`src/rtl/div_pkg.sv`:
```
// ---------------------------------------------------------------------------
// div_pkg
// Shared constants for the 16/8 restoring divider datapath.
//   DVD_W / DVS_W : dividend / divisor widths
//   R_W           : partial-remainder width (one guard bit over the divisor)
//   STEP_*        : sequencer state codes that the datapath decodes
// Optional feature macro (used by div_datapath): DIV_SIGNED_EN
// ---------------------------------------------------------------------------
package div_pkg;

   localparam int DVD_W = 16;
   localparam int DVS_W = 8;
   localparam int R_W   = DVS_W + 1;

   localparam logic [3:0] STEP_IDLE       = 4'd0;
   localparam logic [3:0] STEP_LOAD       = 4'd1;
   localparam logic [3:0] STEP_ITER_FIRST = 4'd2;
   localparam logic [3:0] STEP_ITER_LAST  = 4'd9;
   localparam logic [3:0] STEP_FIX        = 4'd10;
   localparam logic [3:0] STEP_WB         = 4'd11;

   // True for the eight restoring iterations.
   function automatic logic is_iter(input logic [3:0] step);
      return (step >= STEP_ITER_FIRST) && (step <= STEP_ITER_LAST);
   endfunction

   // True while an operation is between LOAD and WB inclusive.
   function automatic logic is_busy(input logic [3:0] step);
      return (step >= STEP_LOAD) && (step <= STEP_WB);
   endfunction

endpackage

```
`src/rtl/div_step.sv`:
```
// ---------------------------------------------------------------------------
// div_step
// One combinational restoring-division iteration: shift {r,q} left by one,
// trial-subtract the divisor from the shifted remainder, keep the difference
// and shift in a 1 when it is non-negative, else keep the shifted remainder
// and shift in a 0.
// Ports:
//   r     in  [R_W-1:0]   partial remainder
//   q     in  [DVS_W-1:0] quotient / low-dividend shift register
//   dvs   in  [DVS_W-1:0] divisor (magnitude)
//   r_nxt out [R_W-1:0]   next partial remainder
//   q_nxt out [DVS_W-1:0] next shift register
// ---------------------------------------------------------------------------
module div_step
   import div_pkg::*;
(
   input  logic [R_W-1:0]   r,
   input  logic [DVS_W-1:0] q,
   input  logic [DVS_W-1:0] dvs,
   output logic [R_W-1:0]   r_nxt,
   output logic [DVS_W-1:0] q_nxt
);

   logic [R_W-1:0] r_sh;
   logic [R_W:0]   trial;
   logic           ge;

   // The shift pushes r[8] out of the 9-bit window; if it was set the true
   // shifted value is >= 256 and therefore >= any divisor, and the 9-bit
   // difference is still exact because the result is below 2*divisor.
   assign r_sh  = {r[R_W-2:0], q[DVS_W-1]};
   assign trial = {1'b0, r_sh} - {2'b00, dvs};
   assign ge    = r[R_W-1] | ~trial[R_W];

   assign r_nxt = ge ? trial[R_W-1:0] : r_sh;
   assign q_nxt = {q[DVS_W-2:0], ge};

endmodule

```
`src/rtl/div_datapath.sv`:
```
// ---------------------------------------------------------------------------
// div_datapath
// 16/8 restoring divider datapath (AX / divisor -> AL quotient, AH remainder)
// stepped by an external sequencer through state codes on STEP.
// Ports:
//   CLK  in   clock, registers update on the rising edge
//   RST  in   asynchronous active-high reset
//   STEP in  [3:0]  sequencer state (1 LOAD, 2..9 iterate, 10 FIX, 11 WB)
//   DVD  in  [15:0] dividend, sampled at LOAD only
//   DVS  in  [7:0]  divisor, sampled at LOAD only
//   SGN  in         signed divide (only with DIV_SIGNED_EN)
//   QUO  out [7:0]  quotient
//   REM  out [7:0]  remainder
//   DONE out        one-cycle strobe after WB
//   DERR out        divide error, held until the next LOAD
//   BUSY out        STEP in 1..11 (combinational)
// Optional feature macro: DIV_SIGNED_EN (IDIV: adds SGN and the sign fix-up)
// ---------------------------------------------------------------------------
module div_datapath
   import div_pkg::*;
(
   input  logic             CLK,
   input  logic             RST,
   input  logic [3:0]       STEP,
   input  logic [DVD_W-1:0] DVD,
   input  logic [DVS_W-1:0] DVS,
`ifdef DIV_SIGNED_EN
   input  logic             SGN,
`endif
   output logic [DVS_W-1:0] QUO,
   output logic [DVS_W-1:0] REM,
   output logic             DONE,
   output logic             DERR,
   output logic             BUSY
);

   logic [R_W-1:0]   r_q, r_nxt;
   logic [DVS_W-1:0] q_q, q_nxt;
   logic [DVS_W-1:0] dvs_q;
   logic [DVD_W-1:0] dvd_mag;
   logic [DVS_W-1:0] dvs_mag;

`ifdef DIV_SIGNED_EN
   logic sgn_q, neg_dvd_q, neg_dvs_q;

   // Signed operands enter the unsigned core as magnitudes; 0x8000 and 0x80
   // map onto themselves, which is the correct unsigned magnitude.
   always_comb begin
      dvd_mag = DVD;
      dvs_mag = DVS;
      if (SGN && DVD[DVD_W-1]) dvd_mag = -DVD;
      if (SGN && DVS[DVS_W-1]) dvs_mag = -DVS;
   end
`else
   assign dvd_mag = DVD;
   assign dvs_mag = DVS;
`endif

   assign BUSY = is_busy(STEP);

   div_step u_step (
      .r     (r_q),
      .q     (q_q),
      .dvs   (dvs_q),
      .r_nxt (r_nxt),
      .q_nxt (q_nxt)
   );

   always_ff @(posedge CLK or posedge RST) begin
      if (RST) begin
         r_q   <= '0;
         q_q   <= '0;
         dvs_q <= '0;
         QUO   <= '0;
         REM   <= '0;
         DONE  <= 1'b0;
         DERR  <= 1'b0;
`ifdef DIV_SIGNED_EN
         sgn_q     <= 1'b0;
         neg_dvd_q <= 1'b0;
         neg_dvs_q <= 1'b0;
`endif
      end else begin
         // Only the cycle after a WB edge strobes; abandoning earlier never does.
         DONE <= (STEP == STEP_WB);

         if (STEP == STEP_LOAD) begin
            r_q   <= {1'b0, dvd_mag[DVD_W-1:DVS_W]};
            q_q   <= dvd_mag[DVS_W-1:0];
            dvs_q <= dvs_mag;
            // High byte >= divisor means the quotient cannot fit 8 bits
            // (also catches a zero divisor).
            DERR  <= (dvd_mag[DVD_W-1:DVS_W] >= dvs_mag);
`ifdef DIV_SIGNED_EN
            sgn_q     <= SGN;
            neg_dvd_q <= SGN & DVD[DVD_W-1];
            neg_dvs_q <= SGN & DVS[DVS_W-1];
`endif
         end else if (is_iter(STEP)) begin
            if (!DERR) begin
               r_q <= r_nxt;
               q_q <= q_nxt;
            end
`ifdef DIV_SIGNED_EN
         end else if (STEP == STEP_FIX) begin
            if (!DERR && sgn_q) begin
               // Magnitude above 127 cannot be represented as a signed byte.
               if (q_q[DVS_W-1]) DERR <= 1'b1;
               if (neg_dvd_q ^ neg_dvs_q) q_q <= -q_q;
               if (neg_dvd_q)             r_q <= -r_q;
            end
`endif
         end else if (STEP == STEP_WB) begin
            if (!DERR) begin
               QUO <= q_q;
               REM <= r_q[DVS_W-1:0];
            end
         end
      end
   end

endmodule

```
`config.mk`:
```
export PLATFORM = sky130hd
export DESIGN_NAME = div_datapath
export DESIGN_NICKNAME = d
export VERILOG_FILES = /design/src/rtl/div_pkg.sv /design/src/rtl/div_step.sv /design/src/rtl/div_datapath.sv
export SDC_FILE = /design/constraint.sdc
export NUM_CORES = 1
export LEC_CHECK = 0
export ABC_AREA = 1
export CELL_PAD_IN_SITES_DETAIL_PLACEMENT = 1
export CELL_PAD_IN_SITES_GLOBAL_PLACEMENT = 1
export CORE_MARGIN = 2
export CORE_UTILIZATION = 38
export DETAILED_ROUTE_END_ITERATION = 6
export GPL_ROUTABILITY_DRIVEN = 0
export GPL_TIMING_DRIVEN = 0
export PLACE_DENSITY = 0.88
export SYNTH_ARGS = -nofsm -noshare
export SYNTH_HDL_FRONTEND = slang
export SYNTH_SLANG_ARGS = --single-unit
```
`constraint.sdc`:
```
create_clock -name CLK -period 1.8 [get_ports CLK]
set_input_delay 0.45 -clock CLK [delete_from_list [all_inputs] [get_ports CLK]]
set_output_delay 0.45 -clock CLK [all_outputs]
set_load 0.01 [all_outputs]
```
==> impl_metrics.yaml, run 1 <==
sta:
  tns_ns: 0
  period_minus_slack_ns: 1.77
  fmax_mhz: 565
  fin_crit_sh: 0.982
  skew_ns: 0.00722
  setup_viol: 0
  worst_pin_slew_ns: 0.918
  relSlewSlack: 0.387
  hold_viol_final: 0
  drv_slew: 0
synth:
  synthesis.area_um2: 2570
  ys_seq_area_frac: 0.418
  ys_seq_elements: 43
  syn-instance-count: 330
  syn_area_per_cell_um2: 7.80
  netlist-cell-type-count: 30
  yosys_warnings: 0
  syn_nets: 377
layout:
  syn_to_final_growth_pct: 34.5
  seq_area_um2: 1080
  fill_cells: 788
  final_common_cell: "nand2_1"
  nets: 436
  drive_gt1_frac: 0.138
  multi_input_area_um2: 1320
  mostFrequentLayoutCells: "83 x nand2_1, 56 x inv_1, 43 x dfrtp_1, 43 x clkdlybuf4s50_1, 28 x o21ai_0"
  antenna_cells: 0
die:
  fp-row-count: 29
  initial_core_util: 0.398
  die_x_um: 86.3
  core_um2: 6460
  num_io_pins: 49
  fp.dieArea_um2: 7450
  dieHeight_um: 86.3
min_path:
  hold_class: "input port to flip-flop"
routing:
  dr.pass1.iters: 4
  drc: 0
  drt-total-wl_mm: 8.54
  vias_per_cell: 5.40
  wire_per_inst_um: 18.3
  via_count: 2522
  first_iter_violations: 131
  ant_nets: 0
setup_path:
  critPathArrivalTime_ns: 1.96
  r2r-start: "q_q[7]$_DFFE_PP0P_"
  r2r_cells: 9
  cp_max_fo: 3
  rrSetupSlack_ns: 0.03
  required_ns: 1.99
  start_kind: "flip-flop"
  crit_path_end_kind: "flip-flop"
  r2r-end: "r_q[4]$_DFFE_PP0P_"
  cp-startpoint: "q_q[7]$_DFFE_PP0P_"
  crit_end: "r_q[4]$_DFFE_PP0P_"
  setup.worst_path.class: "flip-flop to flip-flop"
power_and_ir_drop:
  power_per_cell_area_nw_per_um2: 1700
  power_mw: 5.87
  peakVddDrop_uv: 736
  leakage_nw: 1.73
clock_tree:
  clockBufferDepth: 2
  cts-buffers-inserted: 5
  h-tree-depth: 2
  ctsRootBufferMaster: "clkbuf_8"
  path_clk_slew_ns: 0.10
  hold_buffers: 0
  cts_sinks: 43
  worst_skew_pair.late_latency_ns: 0.31
  cts_tree: "done"
global_route:
  antenna_found_initial: 0
  grt_pass1_vias: 2724
  grt-busiest-layer: "met2"
  grt_pass1_wl_mm: 13.3
  grt_usage: 0.231
  grt.overflow.total: 0
  grt_max_degree: 44
  met1_usage: 0.272
  gr-usage-met3: 0.0314
  grt_use_met2: 0.430
run_status:
  outcome: "completed"
flow_run:
  drv_cap: 0
placed_design:
  io_buffers: 48
  dp_hpwl_mm: 5.85
[metrics by stage]
stage               setup slack, ns  std cells  area (um2)   util  hold WS [ns]
finish                       0.0316        467        3460  0.536         0.435
floorplan                     0.213        330        2570      -         0.450
global route                -0.0230        467        3460  0.536         0.455
global placement             -0.540        455        3150  0.488         0.467
CTS                         0.00596        467        3340  0.517         0.503
detailed placement           -0.494        455        3150  0.488         0.476
[state kept, by name (all words and copies together), names as in the netlist]
register  cells
DERR          1
DONE          1
QUO           8
REM           8
dvs_q         8
q_q           8
r_q           9
[cells by family (layout without fill, tap and decap cells)]
group,Yosys count,in the layout,share of synthesized area
fa+ha+maj,17,17,0.0856
compound gates,60,60,0.129
buf+inv,72,132,0.117
flops,43,43,0.418
xor+xnor,3,3,0.0102
simple gates,135,135,0.240
[routing by layer]
layer | routed length [um] | share of wire
met5 | 0 | 0
met4 | 205 | 0.024
met3 | 370 | 0.043
met2 | 4570 | 0.53
met1 | 3400 | 0.40
[cells in the mapped netlist]
cell,count,area (um2)
a21o_1,1,7.51
a21oi_1,13,65.1
a31oi_4,1,21.3
buf_2,4,20.0
buf_6,3,33.8
clkbuf_1,1,3.75
clkinv_1,1,3.75
dfrtp_1,43,1080
fa_1,1,20.0
ha_1,16,200
inv_1,59,221
inv_2,3,11.3
inv_4,1,6.26
nand2_1,86,323
nand2_2,3,18.8
nand2_4,3,33.8
nand3_1,24,120
nand3_2,2,20.0
nand4_1,3,18.8
nor2_1,10,37.5
nor2_8,1,20.0
nor3_2,2,20.0
o211ai_1,1,7.51
o21a_1,1,7.51
o21ai_0,29,145
o21ai_1,7,35.0
o22ai_1,7,43.8
or2_1,1,6.26
xnor2_1,2,17.5
xor2_1,1,8.76
[power by group]
part | total [mW] | internal, mW | switching [mW]
logic | 3.22 | 1.39 | 1.83
clock network | 0.953 | 0.564 | 0.390
registers | 1.69 | 1.37 | 0.319
[what timing repair did]
action / in CTS / in global routing
resized for setup: 10 / 25
endpoints found under the setup margin: 9 / 13
pin swaps: 3 / 7
buffers inserted: 4 / 0
[cell type report]
| class | count | area share |
|---|---|---|
| clock inverter | 3 | 0.0206 |
| clock buffer | 5 | 0.0199 |
| multi-input combinational | 215 | 0.383 |
| sequential | 43 | 0.311 |
| inverter | 64 | 0.0712 |
| tap | 77 | 0.0278 |
| buffer | 8 | 0.0166 |
| timing repair buffer | 52 | 0.150 |
[worst max-delay path: stages (launching register included)]
cell and delay [ns]:
dfrtp_1 0.39, inv_2 0.11, ha_4 0.15, inv_1 0.07, fa_2 0.37, nand2_2 0.08
nand3_2 0.08, xor2_1 0.16, nand3_1 0.13, nand3_1 0.10
[worst min-delay path by stage]
stage | startpoint | cells after the start | endpoint | slack, ns
4_1_cts | dvs_q[2]$_DFFE_PP0P_ | 2 | dvs_q[2]$_DFFE_PP0P_ | 0.50
3_5_place_dp | dvs_q[4]$_DFFE_PP0P_ | 2 | dvs_q[4]$_DFFE_PP0P_ | 0.48
2_1_floorplan | r_q[8]$_DFFE_PP0P_ | 2 | r_q[8]$_DFFE_PP0P_ | 0.45
6_report | STEP[1] | 3 | DONE$_DFF_PP0_ | 0.43
3_3_place_gp | r_q[8]$_DFFE_PP0P_ | 2 | r_q[8]$_DFFE_PP0P_ | 0.47
5_1_grt | STEP[1] | 3 | DONE$_DFF_PP0_ | 0.45
Note: power is estimated with default switching activity, not from simulation.
==> run 2: changes to the inputs <==
Clock period 1.8 ns to 1.9 ns, I/O delays scaled along.
==> run 2 against run 1 <==
Compared with the run above:
- cell area fell by 3.0%
- combinational power down 12%
- hold slack improved by 0.023 ns
- critical path type unchanged
- utilization is 1.6 points lower
- count of clock-buffer cells in the layout unchanged
- worst setup slack better by 0.085 ns
- largest cell class unchanged
==> impl_metrics.yaml, run 2 (synthesized netlist as in run 1, its figures left out) <==
run_status:
  outcome: "completed"
sta:
  period_minus_slack_ns: 1.78
  relSlewSlack: 0.390
  fmax_mhz: 561
  fin_ws_ns: 0.116
  fin_crit_sh: 0.939
  setup_viol: 0
  hold_viol_final: 0
  drv_slew: 0
  rsz0062_at_grt: "no"
  skew_ns: 0.00681
  worst_pin_slew_ns: 0.913
power_and_ir_drop:
  power_per_cell_area_nw_per_um2: 1580
  power_mw: 5.30
  peakVddDrop_uv: 561
  leakage_nw: 1.72
die:
  fp-row-count: 29
  fp.dieArea_um2: 7450
  core_um2: 6460
  die_x_um: 86.3
  num_io_pins: 49
  initial_core_util: 0.398
  dieHeight_um: 86.3
routing:
  vias_per_cell: 5.29
  wire_per_inst_um: 17.5
  via_count: 2465
  drt-total-wl_mm: 8.14
  dr.pass1.iters: 4
  drc: 0
  first_iter_violations: 78
  ant_nets: 0
placed_design:
  dp_hpwl_mm: 5.85
  post-place-ws_ns: -0.444
  dp.cells: 455
  io_buffers: 48
clock_tree:
  hold_buffers: 0
  cts-buffers-inserted: 5
  path_clk_slew_ns: 0.09
  ctsRootBufferMaster: "clkbuf_8"
  clockBufferDepth: 2
  h-tree-depth: 2
  cts_tree: "done"
  cts_sinks: 43
  worst_skew_pair.late_latency_ns: 0.31
layout:
  fin_cells: 466
  antenna_cells: 0
  final_common_cell: "nand2_1"
  largest_reg_flops: 9
  nets: 435
  drive_gt1_frac: 0.108
  syn_to_final_growth_pct: 30.4
  mostFrequentLayoutCells: "86 x nand2_1, 56 x inv_1, 43 x dfrtp_1, 43 x clkdlybuf4s50_1, 29 x o21ai_0"
  top_register: "r_q"
setup_path:
  cp_max_fo: 10
  rrSetupSlack_ns: 0.12
  required_ns: 2.09
  critPathArrivalTime_ns: 1.97
  setup.worst_path.class: "flip-flop to flip-flop"
  crit_path_end_kind: "flip-flop"
  start_kind: "flip-flop"
global_route:
  grt_pass1_wl_mm: 13.0
  grt.overflow.total: 0
  antenna_found_initial: 0
  grt_pass1_vias: 2688
  grt_max_degree: 44
  grt_usage: 0.225
min_path:
  hold_class: "input port to flip-flop"
flow_run:
  drv_cap: 0
run 2: repair_timing:
item	4_1_cts	5_1_grt
setup endpoints to repair	3	11
gates resized for setup	7	10
buffers inserted	0	3
pin swaps	0	4
run 2: final timing paths:
path | start | end | cells after the start
max | r_q[1]$_DFFE_PP0P_ | r_q[4]$_DFFE_PP0P_ | 8
min | STEP[1] | DONE$_DFF_PP0_ | 3
max reg2reg | r_q[1]$_DFFE_PP0P_ | r_q[4]$_DFFE_PP0P_ | 8
min reg2reg | dvs_q[2]$_DFFE_PP0P_ | dvs_q[2]$_DFFE_PP0P_ | 2
max in group asynchronous | RST | dvs_q[2]$_DFFE_PP0P_ | 2
min in group asynchronous | RST | QUO[5]$_DFFE_PP0P_ | 2
run 2: final cells by class:
cell class | instances | area [um2]
Buffer | 8 | 57.6
Clock buffer | 5 | 68.8
Clock inverter | 3 | 71.3
Fill cell | 813 | 3100
Inverter | 64 | 243
Multi-Input combinational cell | 215 | 1230
Sequential cell | 43 | 1080
Tap cell | 77 | 96.3
Timing Repair Buffer | 51 | 513
run 2: power by group:
group          leakage, nW  switching, mW  internal, mW
clock               0.0703          0.367         0.534
combinational         1.12           1.65          1.18
sequential           0.527          0.269          1.30
run 2: metal layers:
metal  part of all wire  up-vias  GRT usage
met1               0.40     1225      0.267
met4              0.023        0     0.0838
met5                  0        -          0
met3              0.039       16     0.0324
li1                   -     1166          -
met2               0.54       58      0.412
run 2: critical path, cell delays in order, from the launching register on:
cell and delay [ns]:
dfrtp_1 0.39, ha_1 0.35, or2_1 0.27, nand3_2 0.10, nand2_2 0.07, nand2_4 0.14
nand2_8 0.11, nand3_1 0.13, nand3_1 0.10
run 2: metrics by stage:
| step | area, um2 | setup TNS, ns | utilization | hold WS (ns) |
|---|---|---|---|---|
| after floorplan | 2570 | 0 | - | 0.450 |
| after global placement | 3150 | -21.95 | 0.488 | 0.467 |
| after global routing | 3360 | 0 | 0.520 | 0.478 |
| after detailed placement | 3150 | -4.18 | 0.488 | 0.476 |
| after CTS | 3280 | 0 | 0.508 | 0.503 |
| final | 3360 | 0 | 0.520 | 0.458 |
==> run 3: changes to the inputs <==
Settings changed: CORE_UTILIZATION 38 to 32, PLACE_DENSITY 0.88 to 0.77.
==> run 3 against run 2 <==
Compared with the run above:
- final cell count rose by 5.4%
- worst setup slack worse by 0.044 ns
- register-to-register slack hardly changed
- critical endpoint is now BUSY
- utilization fell by 8.7 points
- clock skew is 0.0029 ns higher
- sequential share of layout area decreased by 0.060 points
- critical path depth fell by 4
- highest routed layer unchanged
- sequential cell count stayed put
- cell area increased by 0.19%
- clock power fell by 18%
- sequential power hardly changed
- die area increased by 18%
==> impl_metrics.yaml, run 3 (synthesized netlist as in run 1, its figures left out) <==
clock_tree:
  cts_sinks: 43
  clockBufferDepth: 2
  ctsRootBufferMaster: "clkbuf_8"
  path_clk_slew_ns: 0.09
  hold_buffers: 0
  cts_tree: "done"
  h-tree-depth: 2
  cts-buffers-inserted: 5
  worst_skew_pair.late_latency_ns: 0.31
placed_design:
  io_buffers: 48
  dpl-instance-area_um2: 3200
  dp_hpwl_mm: 5.83
die:
  num_io_pins: 49
  fp.dieArea_um2: 8780
  dieHeight_um: 93.7
  fp-row-count: 32
  initial_core_util: 0.331
  die_x_um: 93.7
  core_um2: 7770
setup_path:
  crit_path_end_kind: "output pin"
  cp-startpoint: "STEP[0]"
  start_kind: "input port"
  r2r_cells: 9
  cp_max_fo: 3
  r2r-end: "r_q[4]$_DFFE_PP0P_"
  r2r-start: "q_q[7]$_DFFE_PP0P_"
  rrSetupSlack_ns: 0.13
  critPathArrivalTime_ns: 1.35
  required_ns: 1.42
  setup.worst_path.class: "input port to output pin"
layout:
  top_register: "r_q"
  antenna_cells: 0
  drive_gt1_frac: 0.105
  postLayoutCoreUtil: 0.433
  mostFrequentLayoutCells: "85 x nand2_1, 56 x inv_1, 44 x clkdlybuf4s50_1"
  largest_reg_flops: 9
  final_common_cell: "nand2_1"
  syn_to_final_growth_pct: 30.6
  nets: 435
  final_area_um2: 3360
  fill_cells: 965
routing:
  wire_per_inst_um: 14.8
  dr.pass1.iters: 4
  via_count: 2347
  ant_nets: 0
  met2_length_mm: 3.69
  drc: 0
  drt-total-wl_mm: 7.29
  wl_met1_mm: 3.30
  vias_per_cell: 4.78
  wl_met3_um: 175
  routed.top_layer: "met4"
  first_iter_violations: 80
sta:
  relSlewSlack: 0.776
  tns_ns: 0
  worst_pin_slew_ns: 0.337
  fmax_mhz: 547
  rsz0062_at_grt: "no"
  period_minus_slack_ns: 1.83
  hold_viol_final: 0
  setup_viol: 0
  drv_slew: 0
  fin_crit_sh: 0.962
  skew_ns: 0.00974
power_and_ir_drop:
  peakVddDrop_uv: 387
  leakage_nw: 1.70
  power_per_cell_area_nw_per_um2: 1490
min_path:
  holdCritStartpoint: "STEP[1]"
  hold_class: "input port to flip-flop"
  worstHoldEndpoint: "DONE$_DFF_PP0_"
  hold_path_depth: 3
global_route:
  grt.overflow.total: 0
  grt_usage: 0.182
  antenna_found_initial: 0
  grt_max_degree: 44
  grt_pass1_vias: 2531
  grt_pass1_wl_mm: 12.4
flow_run:
  drv_cap: 0
run_status:
  outcome: "completed"
run 3: cell type report:
type	count	area, um2	area share
timing repair buffer	51	523	0.156
sequential	43	1080	0.320
inverter	64	243	0.0722
buffer	8	57.6	0.0171
clock buffer	5	68.8	0.0205
multi-input combinational	215	1220	0.362
clock inverter	3	47.5	0.0141
tap	102	128	0.0380
run 3: stage by stage:
stage          worst slack (ns)  instances  hold slack [ns]  power (mW)
2_1_floorplan             0.313        330            0.450        3.17
3_3_place_gp             -0.480        480            0.467        4.01
3_5_place_dp             -0.462        481            0.473        4.16
4_1_cts                 0.00339        489            0.494        4.92
5_1_grt                 0.00270        491            0.462        5.45
6_report                 0.0723        491            0.460        5.00
run 3: worst max path at each step:
stage,to,slack (ns),cells past startpoint
final,BUSY,0.07,4
after global routing,BUSY,0.003,4
after CTS,BUSY,0.003,6
after detailed placement,BUSY,-0.46,6
after global placement,DONE$_DFF_PP0_,-0.48,2
after floorplan,r_q[4]$_DFFE_PP0P_,0.31,9
run 3: critical path, stage by stage:
cell             delay, ns
clkdlybuf4s50_1       0.55
nor2_1                0.07
a21oi_1               0.11
buf_2                 0.14
run 3: metal layers:
layer	vias to the layer above	GRT usage
met2	37	0.319
met5	-	0
li1	1162	-
met1	1138	0.235
met4	0	0.0543
met3	10	0.0201
run 3: power breakdown:
part / switching (mW) / internal [mW] / total [mW]
sequential: 0.249 / 1.30 / 1.55
combinational: 1.55 / 1.16 / 2.71
clock: 0.341 / 0.399 / 0.740
total: 2.14 / 2.86 / 5.00
run 3: what timing repair did:
| action | in CTS | in global routing |
|---|---|---|
| endpoints found under the hold margin | 0 | 0 |
| gates resized for setup | 7 | 7 |
| setup buffers | 0 | 2 |
| pin swaps | 1 | 1 |
| endpoints found under the setup margin | 2 | 10 |
